<file path="src/rtl/d_mem_pkg.sv">
// d_mem_pkg: shared state type, default sizes and byte-lane helper for the data memory
package d_mem_pkg;
  typedef enum logic {CLEAR, READY} state_t;
  localparam int DSIZE_DEF = 16;
  localparam int MEM_SPACE_DEF = 8;
  function automatic int lanes(input int dsize);
    return dsize / 8;
  endfunction
endpackage

</file>
<file path="src/rtl/d_mem_array.sv">
// d_mem_array: word storage with one synchronous lane-masked write port and a registered read port
// Ports: clk, rst (clears rdata only), we/wmask/waddr/wdata write port, re/raddr read port, rdata registered read data
module d_mem_array #(
  parameter int DSIZE = 16,
  parameter int AW = 8,
  parameter int LANES = 1
) (
  input  logic             clk,
  input  logic             rst,
  input  logic             we,
  input  logic [LANES-1:0] wmask,
  input  logic [AW-1:0]    waddr,
  input  logic [DSIZE-1:0] wdata,
  input  logic             re,
  input  logic [AW-1:0]    raddr,
  output logic [DSIZE-1:0] rdata
);
  localparam int LW = DSIZE / LANES;
  logic [DSIZE-1:0] mem [2**AW];
  always_ff @(posedge clk)
    if (we)
      for (int i = 0; i < LANES; i++)
        if (wmask[i]) mem[waddr][i*LW +: LW] <= wdata[i*LW +: LW];
  always_ff @(posedge clk)
    if (rst) rdata <= '0;
    else if (re) rdata <= mem[raddr];
endmodule

</file>
<file path="src/rtl/d_mem_ctrl.sv">
// d_mem_ctrl: data memory controller with valid/ready requests, 1-cycle registered reads and a zero-fill clear sequencer
// Ports: clk, rst (sync active-high), clear_req, req_valid/req_ready, address, data_in, write_en (active-low write),
//        byte_en (only with D_MEM_BYTE_WE_EN), data_out, rsp_valid, busy
// Option: define D_MEM_BYTE_WE_EN to add per-byte write enables (DSIZE must be a multiple of 8)
module d_mem_ctrl import d_mem_pkg::*; #(
  parameter int DSIZE = DSIZE_DEF,
  parameter int MEM_SPACE = MEM_SPACE_DEF,
  parameter logic [DSIZE-1:0] INIT_VALUE = '0
) (
  input  logic                 clk,
  input  logic                 rst,
  input  logic                 clear_req,
  input  logic                 req_valid,
  output logic                 req_ready,
  input  logic [MEM_SPACE-1:0] address,
  input  logic [DSIZE-1:0]     data_in,
  input  logic                 write_en,
`ifdef D_MEM_BYTE_WE_EN
  input  logic [lanes(DSIZE)-1:0] byte_en,
`endif
  output logic [DSIZE-1:0]     data_out,
  output logic                 rsp_valid,
  output logic                 busy
);
`ifdef D_MEM_BYTE_WE_EN
  localparam int LANES = lanes(DSIZE);
  if (DSIZE % 8 != 0) begin : g_dsize_chk
    $error("d_mem_ctrl: DSIZE must be a multiple of 8 with byte write enables");
  end
`else
  localparam int LANES = 1;
`endif
  localparam int DEPTH = 2**MEM_SPACE;
  state_t                 state;
  logic [MEM_SPACE:0]     clr_cnt;
  logic                   accept, clearing, we, re;
  logic [MEM_SPACE-1:0]   waddr;
  logic [DSIZE-1:0]       wdata;
  logic [LANES-1:0]       wmask, req_mask;
`ifdef D_MEM_BYTE_WE_EN
  assign req_mask = byte_en;
`else
  assign req_mask = '1;
`endif
  assign req_ready = (state == READY) && !clear_req;
  assign busy      = (state == CLEAR);
  assign accept    = req_ready && req_valid;
  // rst suppresses every write so an aborted clear leaves no partial side effects this edge
  assign clearing  = busy && !rst;
  assign we        = clearing || (!rst && accept && !write_en);
  assign re        = !rst && accept && write_en;
  assign waddr     = clearing ? clr_cnt[MEM_SPACE-1:0] : address;
  assign wdata     = clearing ? INIT_VALUE : data_in;
  assign wmask     = clearing ? '1 : req_mask;
  d_mem_array #(.DSIZE(DSIZE), .AW(MEM_SPACE), .LANES(LANES)) u_array (
    .clk(clk), .rst(rst), .we(we), .wmask(wmask), .waddr(waddr), .wdata(wdata),
    .re(re), .raddr(address), .rdata(data_out)
  );
  always_ff @(posedge clk)
    if (rst) begin
      state     <= CLEAR;
      clr_cnt   <= '0;
      rsp_valid <= 1'b0;
    end else begin
      rsp_valid <= accept && write_en;
      if (clear_req) begin
        state   <= CLEAR;
        clr_cnt <= '0;
      end else if (state == CLEAR) begin
        clr_cnt <= clr_cnt + 1'b1;
        if (clr_cnt == (MEM_SPACE+1)'(DEPTH-1)) state <= READY;
      end
    end
endmodule

</file>
<file path="config.mk">
export PLATFORM = sky130hd
export DESIGN_NAME = d_mem_ctrl
export DESIGN_NICKNAME = d
export VERILOG_FILES = /design/src/rtl/d_mem_pkg.sv /design/src/rtl/d_mem_array.sv /design/src/rtl/d_mem_ctrl.sv
export SDC_FILE = /design/constraint.sdc
export NUM_CORES = 2
export LEC_CHECK = 0
export BUFFER_PORTS_ARGS = -buffer_cell sky130_fd_sc_hd__buf_2
export CAP_MARGIN = 10
export CORE_MARGIN = 2
export CORE_UTILIZATION = 55
export CTS_CLUSTER_DIAMETER = 80
export DETAILED_ROUTE_END_ITERATION = 16
export PLACE_DENSITY = 0.73
export SYNTH_ARGS = -nofsm -noshare
export SYNTH_HDL_FRONTEND = slang
export SYNTH_SLANG_ARGS = --single-unit
</file>
<file path="constraint.sdc">
create_clock -name clk -period 7.6 [get_ports clk]
set_input_delay 0.38 -clock clk [delete_from_list [all_inputs] [get_ports clk]]
set_output_delay 0.38 -clock clk [all_outputs]
set_load 0.005 [all_outputs]
</file>
==> insert_results.sql <==
INSERT INTO impl_metrics (metric_group, metric, value, unit) VALUES
('critical_path', 'critical_path.startpoint_type', 'flip-flop', ''),
('placed_design', 'gp_congestion', '1.01', ''),
('timing', 'min_period_over_period', '0.601', ''),
('critical_path', 'slowest_delay', '1.11', 'ns'),
('synthesis', 'post_synth_num_cell_types', '71', ''),
('layout', 'drive_above_1_share', '0.226', ''),
('die', 'fp.dieArea', '294000', 'sq um'),
('grt', 'grt_pass1_vias', '81100', ''),
('detailed_routing', 'dr.pass1.iters', '7', ''),
('critical_path', 'critical-path-top-delay-family', 'simple AND/OR/NAND/NOR gates', ''),
('clock_tree', 'clockRootBuffer', 'clkbuf_16', ''),
('timing', 'fmaxAchievable', '219', 'MHz'),
('synthesis', 'count_of_flip_flops_with_a_built_in_enable_after_synthesis', '4096', ''),
('critical_path', 'worstReg2RegEnd', 'u_array.mem[21][0]', ''),
('synthesis', 'synth-main-ff-cell', 'edfxtp_1', ''),
('run', 'drv_cap', '0', ''),
('power', 'vdd_ir_drop_max', '0.196', 'mV'),
('placed_design', 'detailed_place_hpwl', '258000', 'microns'),
('synthesis', 'synth.yosys.seq_area_share', '0.776', ''),
('die', 'ios', '48', ''),
('clock_tree', 'ctsResizeCount', '0', ''),
('clock_tree', 'cts.path.max_buffers', '4', ''),
('layout', 'layout.cells.most_common_list', '4,096 x edfxtp_1, 745 x mux4_2, 622 x mux2i_1, 399 x clkbuf_16, 391 x buf_4', ''),
('detailed_routing', 'detail_route.iter0.violations', '13100', ''),
('detailed_routing', 'detailroute.via_count', '83100', ''),
('timing', 'timing.clock.skew', '0.0681', 'ns'),
('die', 'die-height', '542', 'microns'),
('clock_tree', 'cts_made_buffers', '396', ''),
('layout', 'fillerInstances', '19000', ''),
('power', 'p_per_area', '261', 'nW/um^2'),
('critical_path', 'critical_path.endpoint_type', 'flip-flop', ''),
('critical_path', 'timing.critical_path.cells', 'nor2_1, buf_4, o31ai_1, nand3_1, buf_4, nor2_2', ''),
('die', 'fp-row-count', '197', ''),
('power', 'power.static_leakage', '0.0573', 'uW'),
('critical_path', 'worst_ep_arrival_time', '5.11', 'ns'),
('timing', 'setup_viol_count_final', '0', ''),
('clock_tree', 'clock-sinks', '4123', ''),
('detailed_routing', 'routed_via_density', '6.86', ''),
('synthesis', 'synth_seq_cells', '4123', ''),
('run_status', 'failing_checks', 'max-slew violations', ''),
('grt', 'grt_use_total', '0.296', ''),
('min_path', 'min_delay_worst_endpoint', 'u_array.mem[172][7]', ''),
('timing', 'rsz_0062_raised_after_global_routing', 'false', ''),
('die', 'die_w', '542', 'microns'),
('critical_path', 'cp_common_cell', 'buf_4', ''),
('synthesis', 'total_nets_after_synthesis', '7608', ''),
('clock_tree', 'h-tree-depth', '5', ''),
('layout', 'most_common_cell_after_layout_fill_and_taps_aside', 'edfxtp_1', ''),
('clock_tree', 'cts_setup_buffers', '0', ''),
('clock_tree', 'clock_insertion_delay_worst_skew', '0.95', 'ns'),
('placed_design', 'post_dp_cell_area', '165000', 'sq um'),
('grt', 'grt.overflow.total', '0', ''),
('detailed_routing', 'detail_route.drc_violations', '0', ''),
('critical_path', 'reg2reg_depth', '6', ''),
('synthesis', 'syn_inst', '7577', ''),
('detailed_routing', 'wire_per_inst', '36.2', 'microns'),
('timing', 'slew_headroom', '-0.131', ''),
('min_path', 'hold_path_startpoint', 'data_in[7]', ''),
('timing', 'slew_viol_final', '102', ''),
('detailed_routing', 'post_drt_antenna_nets', '0', ''),
('critical_path', 'class_of_the_most_critical_setup_path', 'reg -> reg', ''),
('timing', 'final-hold-violation-count', '0', ''),
('critical_path', 'critical-path-slowest-cell', 'nand3_1', ''),
('layout', 'design_area', '178000', 'sq um'),
('run_status', 'run_status', 'complete, but fails checks', ''),
('detailed_routing', 'finalWirelength', '439000', 'microns'),
('layout', 'utilization', '0.617', ''),
('critical_path', 'worst-r2r-setup-slack', '3.03', 'ns'),
('layout', 'layout.nets', '8030', ''),
('synthesis', 'yosysWarnings', '0', ''),
('min_path', 'hold_path_class', 'in -> reg', '');
[layer usage]
| layer | global-route usage | routed length (microns) | vias to the layer above |
|---|---|---|---|
| met4 | 0.151 | 26300 | 26 |
| met3 | 0.0858 | 57900 | 1153 |
| met2 | 0.451 | 202000 | 6179 |
| met1 | 0.394 | 152000 | 43100 |
| li1 | - | - | 32600 |
| met5 | 0 | 156 | - |
[flip-flops by register name (all words and copies together) (netlist names)]
name,cells
u_array.mem,4096
u_array.rdata,16
clr_cnt,9
rsp_valid,1
state,1
[worst register-to-register path, delay by kind of cell, from the launching register on]
| kind | cells | cell delay (ns) |
|---|---|---|
| simple gates | 3 | 2.06 |
| buf+inv | 2 | 0.79 |
| compound gates | 1 | 0.74 |
| flops | 1 | 0.59 |
[through the flow]
stage	hold WS, ns	setup slack [ns]	instances
2_1_floorplan	0.454	2.20	7577
3_3_place_gp	0.466	2.78	11400
3_5_place_dp	0.481	2.75	11400
5_1_grt	0.0586	2.85	12100
4_1_cts	0.0199	3.25	12100
6_report	0.0662	3.03	12100
[cells in the mapped netlist, types with 24 or more instances]
cell type | number | area share
buf_4 | 65 | 0.0031
o21ai_0 | 102 | 0.0032
a21oi_1 | 99 | 0.0031
mux4_2 | 745 | 0.11
a2111oi_0 | 33 | 0.0018
edfxtp_1 | 4096 | 0.77
a211oi_1 | 57 | 0.0027
a221oi_1 | 24 | 0.0013
nand4_1 | 26 | 0.0010
a22oi_1 | 117 | 0.0055
buf_2 | 114 | 0.0036
mux2i_1 | 622 | 0.039
buf_6 | 80 | 0.0057
o221ai_1 | 112 | 0.0062
nor2_1 | 313 | 0.0074
and2_1 | 26 | 0.0010
clkbuf_1 | 150 | 0.0035
nor3_1 | 53 | 0.0017
o22ai_1 | 188 | 0.0074
nand2_1 | 188 | 0.0044
dfxtp_1 | 27 | 0.0034
nand3_1 | 62 | 0.0019
[cells by family (layout without fill, tap and decap cells)]
logic type                 after synthesis  after routing  share of synthesized area
adders and majority gates                2              2                   0.000157
DFF                                   4123           4123                      0.776
and+or+nand+nor                        757            757                     0.0214
xor gates and xnor gates                 6              6                   0.000330
AOI/OAI and AO/OA                      843            843                     0.0368
buffers and inverters                  459           1205                     0.0189
muxes                                 1387           1387                      0.147
other                                    0              7                          0
[report_power, final]
part	switching [uW]	leakage, uW	internal (uW)
Clock	8400	0.00612	10800
Sequential	6.36	0.0377	25000
Combinational	1510	0.0134	666
Total	9920	0.0573	36500
[cell type report]
class / instances / area, sq um / area share
sequential: 4123 / 124000 / 0.695
multi-input combinational: 2995 / 33000 / 0.186
clock buffer: 492 / 10400 / 0.0585
tap: 3781 / 4730 / 0.0266
timing repair buffer: 478 / 3850 / 0.0217
clock inverter: 230 / 2170 / 0.0122
inverter: 5 / 26.3 / 0.000148
antenna: 7 / 17.5 / 0.0000985
[worst max-delay path by stage]
| stage | startpoint | endpoint | slack [ns] | depth (start not counted) |
|---|---|---|---|---|
| finish | state | u_array.mem[21][0] | 3.03 | 6 |
| global route | state | u_array.mem[21][1] | 2.85 | 6 |
| CTS | state | u_array.mem[22][5] | 3.25 | 6 |
| detailed placement | address[1] | u_array.rdata[1] | 2.75 | 10 |
| global placement | address[4] | u_array.rdata[7] | 2.78 | 10 |
| floorplan | rst | u_array.mem[0][10] | 2.20 | 5 |
Power figures use the tool's default switching activity.
